### config.mk
export PLATFORM = sky130hd
export DESIGN_NAME = scratch_mem_arbiter_flat
export DESIGN_NICKNAME = d
export VERILOG_FILES = /design/src/rtl/scratch_mem_arbiter_if.sv /design/src/rtl/scratch_mem_arbiter.sv /design/src/flat_wrapper.sv
export SDC_FILE = /design/constraint.sdc
export NUM_CORES = 1
export LEC_CHECK = 0
export CAP_MARGIN = 5
export CORE_AREA = 4 4 109 111
export CTS_BUF_LIST = sky130_fd_sc_hd__clkbuf_4 sky130_fd_sc_hd__clkbuf_8 sky130_fd_sc_hd__clkbuf_16
export DETAILED_ROUTE_END_ITERATION = 10
export DIE_AREA = 0 0 113 115
export MAX_ROUTING_LAYER = met4
export PLACE_DENSITY_LB_ADDON = 0.12
export SLEW_MARGIN = 20
export SYNTH_ARGS = -nofsm -noshare
export SYNTH_HDL_FRONTEND = slang
export SYNTH_SLANG_ARGS = --single-unit
### constraint.sdc
create_clock -name clk -period 5.1 [get_ports clk]
set_clock_uncertainty 0.2 [all_clocks]
set_input_delay 0.51 -clock clk [delete_from_list [all_inputs] [get_ports clk]]
set_output_delay 0.51 -clock clk [all_outputs]
set_load 0.03 [all_outputs]
### src/rtl/scratch_mem_arbiter_if.sv
// Bundle of requester, test-port and memory-side signals for the scratch memory arbiter.
// The arbiter uses the slave modport; the requester/test side uses the master modport.
interface scratch_mem_arbiter_if #(
  parameter int NREQ = 3,
  parameter int AW   = 11,
  parameter int DW   = 32
);
  logic [NREQ-1:0]    req;
  logic [NREQ*AW-1:0] reqReadAddr;
  logic [NREQ*AW-1:0] reqWriteAddr;
  logic [NREQ*DW-1:0] reqWriteData;
  logic [NREQ-1:0]    reqWriteEn;
  logic               testOverride;
  logic [AW-1:0]      testReadAddr;
  logic [AW-1:0]      testWriteAddr;
  logic [DW-1:0]      testWriteData;
  logic               testWriteEn;
  logic [NREQ-1:0]    grant;
  logic [AW-1:0]      memReadAddr;
  logic [AW-1:0]      memWriteAddr;
  logic [DW-1:0]      memWriteData;
  logic               memWriteEn;
  logic               busy;
  logic               timeout;

  modport slave (
    input  req, reqReadAddr, reqWriteAddr, reqWriteData, reqWriteEn,
    input  testOverride, testReadAddr, testWriteAddr, testWriteData, testWriteEn,
    output grant, memReadAddr, memWriteAddr, memWriteData, memWriteEn, busy, timeout
  );

  modport master (
    output req, reqReadAddr, reqWriteAddr, reqWriteData, reqWriteEn,
    output testOverride, testReadAddr, testWriteAddr, testWriteData, testWriteEn,
    input  grant, memReadAddr, memWriteAddr, memWriteData, memWriteEn, busy, timeout
  );
endinterface

### src/rtl/scratch_mem_arbiter.sv
// Round-robin, locking arbiter sharing one scratch memory port between NREQ requester FSMs,
// with a test override that bypasses arbitration and freezes the FSM.
//
// state   | meaning
// IDLE    | no owner; arbitrate each cycle from the round-robin pointer
// OWNED   | owner_q holds the memory until its req drops
// HANDOFF | one dead cycle after release; arbitrates for the next owner
module scratch_mem_arbiter #(
  parameter int NREQ     = 3,
  parameter int AW       = 11,
  parameter int DW       = 32,
  parameter int MAX_HOLD = 1023
) (
  input logic                clk,
  input logic                reset,
  scratch_mem_arbiter_if.slave bus
);

  localparam int IW = $clog2(NREQ);
  localparam int HW = (MAX_HOLD > 1) ? $clog2(MAX_HOLD + 1) : 1;
  localparam logic [HW-1:0] HOLD_SAT = (MAX_HOLD == 0) ? {HW{1'b1}} : HW'(MAX_HOLD);

  typedef enum logic [1:0] {
    IDLE    = 2'd0,
    OWNED   = 2'd1,
    HANDOFF = 2'd2
  } state_t;

  state_t          state_q, state_d;
  logic [NREQ-1:0] grant_q, grant_d;
  logic [IW-1:0]   owner_q, owner_d;
  logic [IW-1:0]   ptr_q, ptr_d;
  logic [HW-1:0]   hold_cnt_q, hold_cnt_d;
  logic            timeout_q, timeout_d;

  logic            found;
  logic [IW-1:0]   pick;
  logic            owner_req;
  logic [IW-1:0]   owner_next;

  logic [AW-1:0]   mem_read_addr;
  logic [AW-1:0]   mem_write_addr;
  logic [DW-1:0]   mem_write_data;
  logic            mem_write_en;

  always_ff @(posedge clk or negedge reset) begin
    if (!reset) begin
      state_q    <= IDLE;
      grant_q    <= '0;
      owner_q    <= '0;
      ptr_q      <= '0;
      hold_cnt_q <= '0;
      timeout_q  <= 1'b0;
    end else begin
      state_q    <= state_d;
      grant_q    <= grant_d;
      owner_q    <= owner_d;
      ptr_q      <= ptr_d;
      hold_cnt_q <= hold_cnt_d;
      timeout_q  <= timeout_d;
    end
  end

  // First requester at or after the pointer, wrapping modulo NREQ.
  always_comb begin
    found = 1'b0;
    pick  = '0;
    for (int k = 0; k < NREQ; k++) begin
      if (!found && bus.req[(int'(ptr_q) + k) % NREQ]) begin
        found = 1'b1;
        pick  = IW'((int'(ptr_q) + k) % NREQ);
      end
    end
  end

  assign owner_req  = bus.req[owner_q];
  assign owner_next = (owner_q == IW'(NREQ - 1)) ? '0 : owner_q + 1'b1;

  always_comb begin
    state_d    = state_q;
    grant_d    = grant_q;
    owner_d    = owner_q;
    ptr_d      = ptr_q;
    hold_cnt_d = hold_cnt_q;
    timeout_d  = timeout_q;
    if (!bus.testOverride) begin
      case (state_q)
        // HANDOFF is the dead cycle itself, so it arbitrates exactly like IDLE.
        IDLE, HANDOFF: begin
          hold_cnt_d = '0;
          grant_d    = '0;
          if (found) begin
            state_d       = OWNED;
            owner_d       = pick;
            grant_d[pick] = 1'b1;
          end else begin
            state_d = IDLE;
          end
        end
        OWNED: begin
          if (!owner_req) begin
            state_d    = HANDOFF;
            grant_d    = '0;
            ptr_d      = owner_next;
            hold_cnt_d = '0;
          end else begin
            if (hold_cnt_q != HOLD_SAT) hold_cnt_d = hold_cnt_q + 1'b1;
            if ((MAX_HOLD != 0) && (hold_cnt_d == HOLD_SAT)) timeout_d = 1'b1;
          end
        end
        default: begin
          state_d = IDLE;
          grant_d = '0;
        end
      endcase
    end
  end

  always_comb begin
    mem_read_addr  = '0;
    mem_write_addr = '0;
    mem_write_data = '0;
    mem_write_en   = 1'b0;
    if (bus.testOverride) begin
      mem_read_addr  = bus.testReadAddr;
      mem_write_addr = bus.testWriteAddr;
      mem_write_data = bus.testWriteData;
      mem_write_en   = bus.testWriteEn;
    end else if (state_q == OWNED) begin
      mem_read_addr  = bus.reqReadAddr[owner_q*AW +: AW];
      mem_write_addr = bus.reqWriteAddr[owner_q*AW +: AW];
      mem_write_data = bus.reqWriteData[owner_q*DW +: DW];
      mem_write_en   = bus.reqWriteEn[owner_q];
    end
  end

  assign bus.memReadAddr  = mem_read_addr;
  assign bus.memWriteAddr = mem_write_addr;
  assign bus.memWriteData = mem_write_data;
  assign bus.memWriteEn   = mem_write_en;
  assign bus.grant        = grant_q;
  assign bus.busy         = (state_q == OWNED);
  assign bus.timeout      = timeout_q;

endmodule

### src/flat_wrapper.sv
// flat-port wrapper written by rule: the top's interface ports become plain ports
module scratch_mem_arbiter_flat 
#(
  parameter int NREQ     = 3,
  parameter int AW       = 11,
  parameter int DW       = 32,
  parameter int MAX_HOLD = 1023
)
  (clk, reset, bus_req, bus_reqReadAddr, bus_reqWriteAddr, bus_reqWriteData, bus_reqWriteEn, bus_testOverride, bus_testReadAddr, bus_testWriteAddr, bus_testWriteData, bus_testWriteEn, bus_grant, bus_memReadAddr, bus_memWriteAddr, bus_memWriteData, bus_memWriteEn, bus_busy, bus_timeout);
  scratch_mem_arbiter_if #(.NREQ(NREQ), .AW(AW), .DW(DW)) bus_i ();
  input logic clk;
  input logic reset;
  input wire logic [$bits(bus_i.req)-1:0] bus_req;
  input wire logic [$bits(bus_i.reqReadAddr)-1:0] bus_reqReadAddr;
  input wire logic [$bits(bus_i.reqWriteAddr)-1:0] bus_reqWriteAddr;
  input wire logic [$bits(bus_i.reqWriteData)-1:0] bus_reqWriteData;
  input wire logic [$bits(bus_i.reqWriteEn)-1:0] bus_reqWriteEn;
  input wire logic [$bits(bus_i.testOverride)-1:0] bus_testOverride;
  input wire logic [$bits(bus_i.testReadAddr)-1:0] bus_testReadAddr;
  input wire logic [$bits(bus_i.testWriteAddr)-1:0] bus_testWriteAddr;
  input wire logic [$bits(bus_i.testWriteData)-1:0] bus_testWriteData;
  input wire logic [$bits(bus_i.testWriteEn)-1:0] bus_testWriteEn;
  output wire logic [$bits(bus_i.grant)-1:0] bus_grant;
  output wire logic [$bits(bus_i.memReadAddr)-1:0] bus_memReadAddr;
  output wire logic [$bits(bus_i.memWriteAddr)-1:0] bus_memWriteAddr;
  output wire logic [$bits(bus_i.memWriteData)-1:0] bus_memWriteData;
  output wire logic [$bits(bus_i.memWriteEn)-1:0] bus_memWriteEn;
  output wire logic [$bits(bus_i.busy)-1:0] bus_busy;
  output wire logic [$bits(bus_i.timeout)-1:0] bus_timeout;
  assign bus_i.req = bus_req;
  assign bus_i.reqReadAddr = bus_reqReadAddr;
  assign bus_i.reqWriteAddr = bus_reqWriteAddr;
  assign bus_i.reqWriteData = bus_reqWriteData;
  assign bus_i.reqWriteEn = bus_reqWriteEn;
  assign bus_i.testOverride = bus_testOverride;
  assign bus_i.testReadAddr = bus_testReadAddr;
  assign bus_i.testWriteAddr = bus_testWriteAddr;
  assign bus_i.testWriteData = bus_testWriteData;
  assign bus_i.testWriteEn = bus_testWriteEn;
  assign bus_grant = bus_i.grant;
  assign bus_memReadAddr = bus_i.memReadAddr;
  assign bus_memWriteAddr = bus_i.memWriteAddr;
  assign bus_memWriteData = bus_i.memWriteData;
  assign bus_memWriteEn = bus_i.memWriteEn;
  assign bus_busy = bus_i.busy;
  assign bus_timeout = bus_i.timeout;
  scratch_mem_arbiter #(.NREQ(NREQ), .AW(AW), .DW(DW), .MAX_HOLD(MAX_HOLD)) u_core (.clk(clk), .reset(reset), .bus(bus_i));
endmodule
==> metrics.md, run 1 <==
| Metric | Value |
|---|---|
| Status | `complete, no violations` |
| Power Dens Cells | `333 mW/mm²` |
| Relative slew slack | `31.2%` |
| Post-DP Area | `0.00590 mm²` |
| GR Layer Usage met2 | `41.3%` |
| # DRC | `0` |
| H-tree Lvls | `1` |
| Clock-pin transition on the worst setup and hold timing paths | `roughly 0.090 ns` |
| Layout cell share with drive strength beyond 1 | `2.73%` |
| Share of the synthesized area in the top cell type | `20.2%` |
| Worst hold path class | `flip-flop to flip-flop` |
| Initial DRC Count | `311` |
| Register area | `505 µm²` |
| YS warnings | `0` |
| CP bufs+invs | `2` |
| Grt met1 use | `29.2%` |
| Kind of critical path | `flip-flop to primary output` |
| Number of synthesized register bits | `20` |
| Root Buffer | `clkbuf_8` |
| Detailed-route via count | `4193` |
| First-pass GRT wire length | `24000 µm` |
| Pin count of the biggest net entering global routing | `64` |
| Setup_tns | `0 ns` |
| Crit path max fanout | `37` |
| Most frequent cells in the layout | `clkdlybuf4s50_1 (284), nand2_1 (73), o21ai_0 (67)` |
| Slew of the pin with the lowest slew margin | `1.03 ns` |
| Max Clock Freq | `279 MHz` |
| Mapped Nets | `631` |
| WP data arrival | `2.87 ns` |
| Post-cts sizing count | `0` |
| CP top delay family | `buffers and inverters` |
| Top Usage Layer GRT | `met2` |
| Area contributors post-synth | `mux2i_1 (20%), a22o_1 (17%), dfrtp_1 (17%)` |
| Clk_lat worst skew | `~0.27 ns` |
| Leading area contributor after synthesis | `mux2i_1` |
| Full die area | `0.0130 mm²` |
| CTS Buf Count | `3` |
| Row count | `38` |
| VDD IR max | `0.000185 V` |
| Post-synthesis sequential area ratio | `about 17%` |
| Cells after synthesis | `400` |
| Setup bufs post-CTS | `0` |
| Fillers | `1040` |
| CTS Buffer Depth | `2` |
| Worst EP required | `4.39 ns` |
| Critical path, cell by cell | `nor2b_4 > buf_4 > nand2_1 > o21ai_0 > a22o_1 > clkdlybuf4s50_1` |
| GRT Resource Usage Total | `a little under a quarter` |
| Post-synthesis cell type count | `43` |
| Worst setup SP type | `flip-flop` |
| Post-route ant nets | `0` |
| P_leak | `2.31 nW` |
| Drt pass-1 iters | `5` |
| Average cell area after synthesis | `7.44 µm²` |
| DIE WIDTH | `roughly 110 µm` |
| CP max stage cell | `clkdlybuf4s50_1` |
| Initial core utilization | `around 28%` |
| GRT overflow | `0` |
| Commonest non-fill, non-tap cell in the layout | `clkdlybuf4s50_1` |
| Min Tclk post-route | `between 3 and 4 ns` |
| Detailed Route WL | `16200 µm` |
| Post-CTS Hold Buffers | `0` |
| Crit end category | `primary output` |
| Layout area overhead | `101%` |
| Die Ht | `~120 µm` |
| Unrepaired setup endpoints after global routing | `false` |
| Max Slew Vio Count | `0` |
| Crit-path max cell delay | `0.71 ns` |
| Initial antenna violation count | `1` |
| Clock sink count | `20` |
| Final #Nets | `891` |
| Mapped cell area | `0.00298 mm²` |
| RePlAce Congestion | `0.956` |
| Multi-input logic area | `0.00231 mm²` |
| IO buf count | `285` |
| CTS tree | `built` |
| Fin area | `about 0.0060 mm²` |
| Core Area | `about 0.011 mm²` |
| Drt via density | `5.23` |
| Fin. Hold Viols | `0` |
| Vias in the first global route | `4349` |
| Max-capacitance violation count | `0` |
| Drt wl/cell | `just over 20 µm` |
| Register-to-Register Setup Slack | `2.15 ns` |
| Final setup violation count | `0` |
| Fin crit share | `70.2%` |
| Met3 Usage GRT | `4.68%` |
| Detail Placement HPWL | `~13000 µm` |
| I/O pins | `286` |
flip-flops by register name, summed over array words and instances (netlist names):
signal,cells
u_core.bus.grant,3
u_core.bus.timeout,1
u_core.hold_cnt_q,10
u_core.owner_q,2
u_core.ptr_q,2
u_core.state_q,2
layer usage:
metal | vias up | routed length, µm | part of all wire, %
met4 | 0 | 200 | 1.2
met1 | 1926 | 6480 | 40
met5 | - | 0 | 0
met2 | 215 | 8350 | 51
met3 | 14 | 1210 | 7.5
li1 | 2038 | - | -
cells in the mapped netlist, drive strengths merged:
cell type / count
a2111oi: 1
a211o: 1
a21o: 4
a21oi: 14
a22o: 59
a31o: 1
a31oi: 4
a32o: 1
a41o: 1
a41oi: 1
and3: 1
and4: 1
buf: 17
clkbuf: 18
dfrtp: 20
ha: 5
inv: 7
mux2: 1
mux2i: 60
nand2: 73
nand3: 3
nand3b: 2
nand4: 2
nor2: 10
nor2b: 2
nor3: 4
nor4: 2
nor4bb: 1
o2111ai: 1
o211a: 1
o21ai: 67
o221ai: 1
o22a: 2
o22ai: 1
o2bb2ai: 2
o31ai: 2
o41ai: 1
or2: 1
or3: 3
or4: 1
or4b: 1
metrics by stage:
step	hold slack [ns]	power [W]	cells	worst slack [ns]	util, %
6_report	0.286	0.00199	802	1.52	55.4
5_1_grt	0.312	0.00214	800	1.34	55.3
4_1_cts	0.292	0.00200	799	1.49	55.3
3_5_place_dp	0.274	0.00182	795	1.79	54.7
3_3_place_gp	0.267	0.00181	795	1.81	54.7
2_1_floorplan	0.0144	0.00124	400	2.67	-
cell type report:
class | count | area share, %
diodes | 3 | 0.126
clock buffers | 3 | 0.691
clock inverters | 1 | 0.502
inverters | 7 | 0.440
multi-input cells | 338 | 38.6
flip-flops and latches | 20 | 8.46
well taps | 140 | 2.93
repair buffers | 290 | 48.3
kinds of logic after synthesis:
| logic type | Yosys count | share of synthesized area, % |
|---|---|---|
| buffers and inverters | 42 | 6.10 |
| AO/OA/AOI/OAI | 165 | 38.6 |
| multiplexers | 61 | 20.6 |
| AND/OR/NAND/NOR | 107 | 15.8 |
| flip-flops | 20 | 16.8 |
| adder cells (fa/ha/maj) | 5 | 2.10 |
path summary, 6_finish.rpt:
kind	endpoint	from	cells past startpoint
setup / recovery	bus_memWriteData[31]	u_core.owner_q[1]	6
hold reg to reg	u_core.bus.timeout	u_core.bus.timeout	1
hold / removal	u_core.bus.timeout	u_core.bus.timeout	1
max in group asynchronous	u_core.owner_q[1]	reset	1
setup reg to reg	u_core.ptr_q[1]	u_core.owner_q[1]	5
min in group asynchronous	u_core.bus.grant[2]	reset	1
power breakdown:
part,switching [W],total (W),internal [W]
clock,0.0000574,0.000162,0.000105
sequential,0.0000439,0.000243,0.000199
combinational,0.000886,0.00159,0.000699
Note: power is estimated with default switching activity, not from simulation.
==> inputs of run 2 (changes only) <==
clock period = 3.5 ns   (was 5.1 ns; I/O delays follow)
==> metrics.md, run 2 (synthesized netlist as in run 1, its figures left out) <==
| Metric | Value |
|---|---|
| Status | `complete, no violations` |
| Net switching power | `0.00144 W` |
| CP max stage cell | `clkdlybuf4s50_1` |
| Drt pass-1 iters | `5` |
| Die Ht | `between 100 and 150 µm` |
| Drt wl/cell | `20.1 µm` |
| Initial DRC Count | `318` |
| Clk_lat worst skew | `0.26 ns` |
| Drt via density | `5.20` |
| Most frequent cells in the layout | `clkdlybuf4s50_1 (279), nand2_1 (73), o21ai_0 (67)` |
| HP Start | `u_core.bus.timeout` |
| Commonest non-fill, non-tap cell in the layout | `clkdlybuf4s50_1` |
| Crit end category | `primary output` |
| Full die area | `between 0.01 and 0.015 mm²` |
| Worst EP required | `2.95 ns` |
| Worst setup SP type | `flip-flop` |
| Unrepaired setup endpoints after global routing | `false` |
| Max Clock Freq | `around 320 MHz` |
| Fin crit share | `90.2%` |
| Detailed Route WL | `16100 µm` |
| Post-route ant nets | `0` |
| Pin count of the biggest net entering global routing | `51` |
| Ant. Diodes | `0` |
| Detailed-route via count | `4183` |
| Clock-pin transition on the worst setup and hold timing paths | `about 0.08 ns` |
| Core Area | `~0.011 mm²` |
| Dpl ws | `0.652 ns` |
| Initial core utilization | `27.6%` |
| WP data arrival | `2.61 ns` |
| CTS Buffer Depth | `2` |
| # DRC | `0` |
| Relative slew slack | `52.8%` |
| Sequential Power Share | `roughly 14%` |
| CTS Buf Count | `3` |
| Crit-path max cell delay | `0.67 ns` |
| CP bufs+invs | `2` |
| Kind of critical path | `flip-flop to primary output` |
| Worst hold path class | `flip-flop to flip-flop` |
| Setup_tns | `0 ns` |
| IO buf count | `285` |
| Max-capacitance violation count | `0` |
| Slew of the pin with the lowest slew margin | `0.708 ns` |
| Root Buffer | `clkbuf_8` |
| Final cell count without fillers | `804` |
| Worst setup margin | `0.342 ns` |
| Worst Reg-to-Reg Cells | `6` |
| Max Slew Vio Count | `0` |
| WHS Path Cells | `1` |
| GRT overflow | `0` |
| Clock sink count | `20` |
| Top reg by flops | `u_core.hold_cnt_q` |
| CTS tree | `built` |
| Clock share of power | `6.3%` |
| RR Endpoint | `u_core.hold_cnt_q[3]` |
| Layout area overhead | `103%` |
| Critical path, cell by cell | `nor2b_4 > buf_12 > nand2_1 > o21ai_0 > a22o_1 > clkdlybuf4s50_1` |
| Row count | `38` |
| VDD IR max | `0.000260 V` |
| Internal | `0.00147 W` |
| First-pass GRT wire length | `23600 µm` |
| P_leak | `2.35 nW` |
| Fin area | `0.00605 mm²` |
| Initial antenna violation count | `0` |
| Worst Hold End | `u_core.bus.timeout` |
| H-tree Lvls | `1` |
| Reg2reg start | `u_core.owner_q[0]` |
| Final setup violation count | `0` |
| Register-to-Register Setup Slack | `0.88 ns` |
| Power Dens Cells | `just under 500 mW/mm²` |
| GRT Resource Usage Total | `23.8%` |
| CP top delay family | `buffers and inverters` |
| RePlAce Congestion | `1.11` |
| Max FFs per register | `10` |
| Crit path max fanout | `40` |
| Detail Placement HPWL | `13200 µm` |
| Final #Nets | `896` |
| Min Tclk post-route | `~3.2 ns` |
| Fin. Hold Viols | `0` |
| DIE WIDTH | `around 110 µm` |
| Comb power frac | `79.8%` |
| Layout cell share with drive strength beyond 1 | `4.07%` |
| Vias in the first global route | `roughly 4200` |
| I/O pins | `286` |
| Placed instance count | `799` |
| Post-DP Area | `0.00599 mm²` |
| Sw Ratio | `49.6%` |
| Hold slack | `approximately 0.28 ns` |
| Setup bufs post-CTS | `0` |
==> run 2: cell count changes in the layout (fill, tap and decap cells not counted) <==
| cell | change |
|---|---|
| buf_2 | +1 |
| buf_4 | +2 |
| diode_2 | -3 |
| buf_12 | +6 |
| dlygate4sd3_1 | +1 |
| bufinv_16 | -1 |
| clkdlybuf4s50_1 | -5 |
| clkbuf_8 | +1 |
==> run 2: worst max path at each step <==
stage                 startpoint             endpoint  cells after the start
2_1_floorplan  u_core.owner_q[1]  bus_memWriteAddr[0]                      7
3_3_place_gp   u_core.owner_q[0]  bus_memWriteAddr[2]                      6
3_5_place_dp   u_core.owner_q[0]  bus_memWriteAddr[2]                      6
4_1_cts        u_core.owner_q[0]  bus_memWriteAddr[2]                      6
5_1_grt        u_core.owner_q[0]  bus_memWriteAddr[2]                      6
6_report       u_core.owner_q[0]  bus_memWriteAddr[2]                      6
==> run 2: what timing repair did <==
action | 4_1_cts | 5_1_grt
resized for setup | 0 | 0
hold buffers | 0 | 1
endpoints found under the hold margin | 0 | 20
==> run 2: power groups by stage <==
stage	clock [W]	sequential [W]	combinational, W
after floorplan	0	0.000369	0.00144
after global placement	0	0.000406	0.00231
after detailed placement	0	0.000411	0.00233
after CTS	0.000190	0.000407	0.00234
after global routing	0.000198	0.000423	0.00251
final	0.000184	0.000405	0.00232
==> run 2: layout make-up <==
class / instances / area, µm²
Clock buffer: 4 / 55.1
Tap cell: 140 / 175
Inverter: 7 / 26.3
Timing Repair Buffer: 295 / 2990
Sequential cell: 20 / 505
Fill cell: 1013 / 4740
Multi-Input combinational cell: 338 / 2310
==> run 2: metrics by stage <==
step / util, % / total power, W
2_1_floorplan: - / 0.00181
3_3_place_gp: 55.5 / 0.00271
3_5_place_dp: 55.5 / 0.00274
4_1_cts: 56.1 / 0.00293
5_1_grt: 56.1 / 0.00314
6_report: 56.1 / 0.00291
==> run 2: metal layers <==
layer  routed length [µm]  GRT usage, %
met2                 8050          40.8
met5                    0             -
met4                  414          5.85
met3                 1440          5.42
met1                 6240          28.4
==> inputs of run 3 (changes only) <==
SETUP_SLACK_MARGIN = 0.02   (was unset)
==> results of run 3 <==
The final DEF is identical to that of run 2; final timing and power are the same.
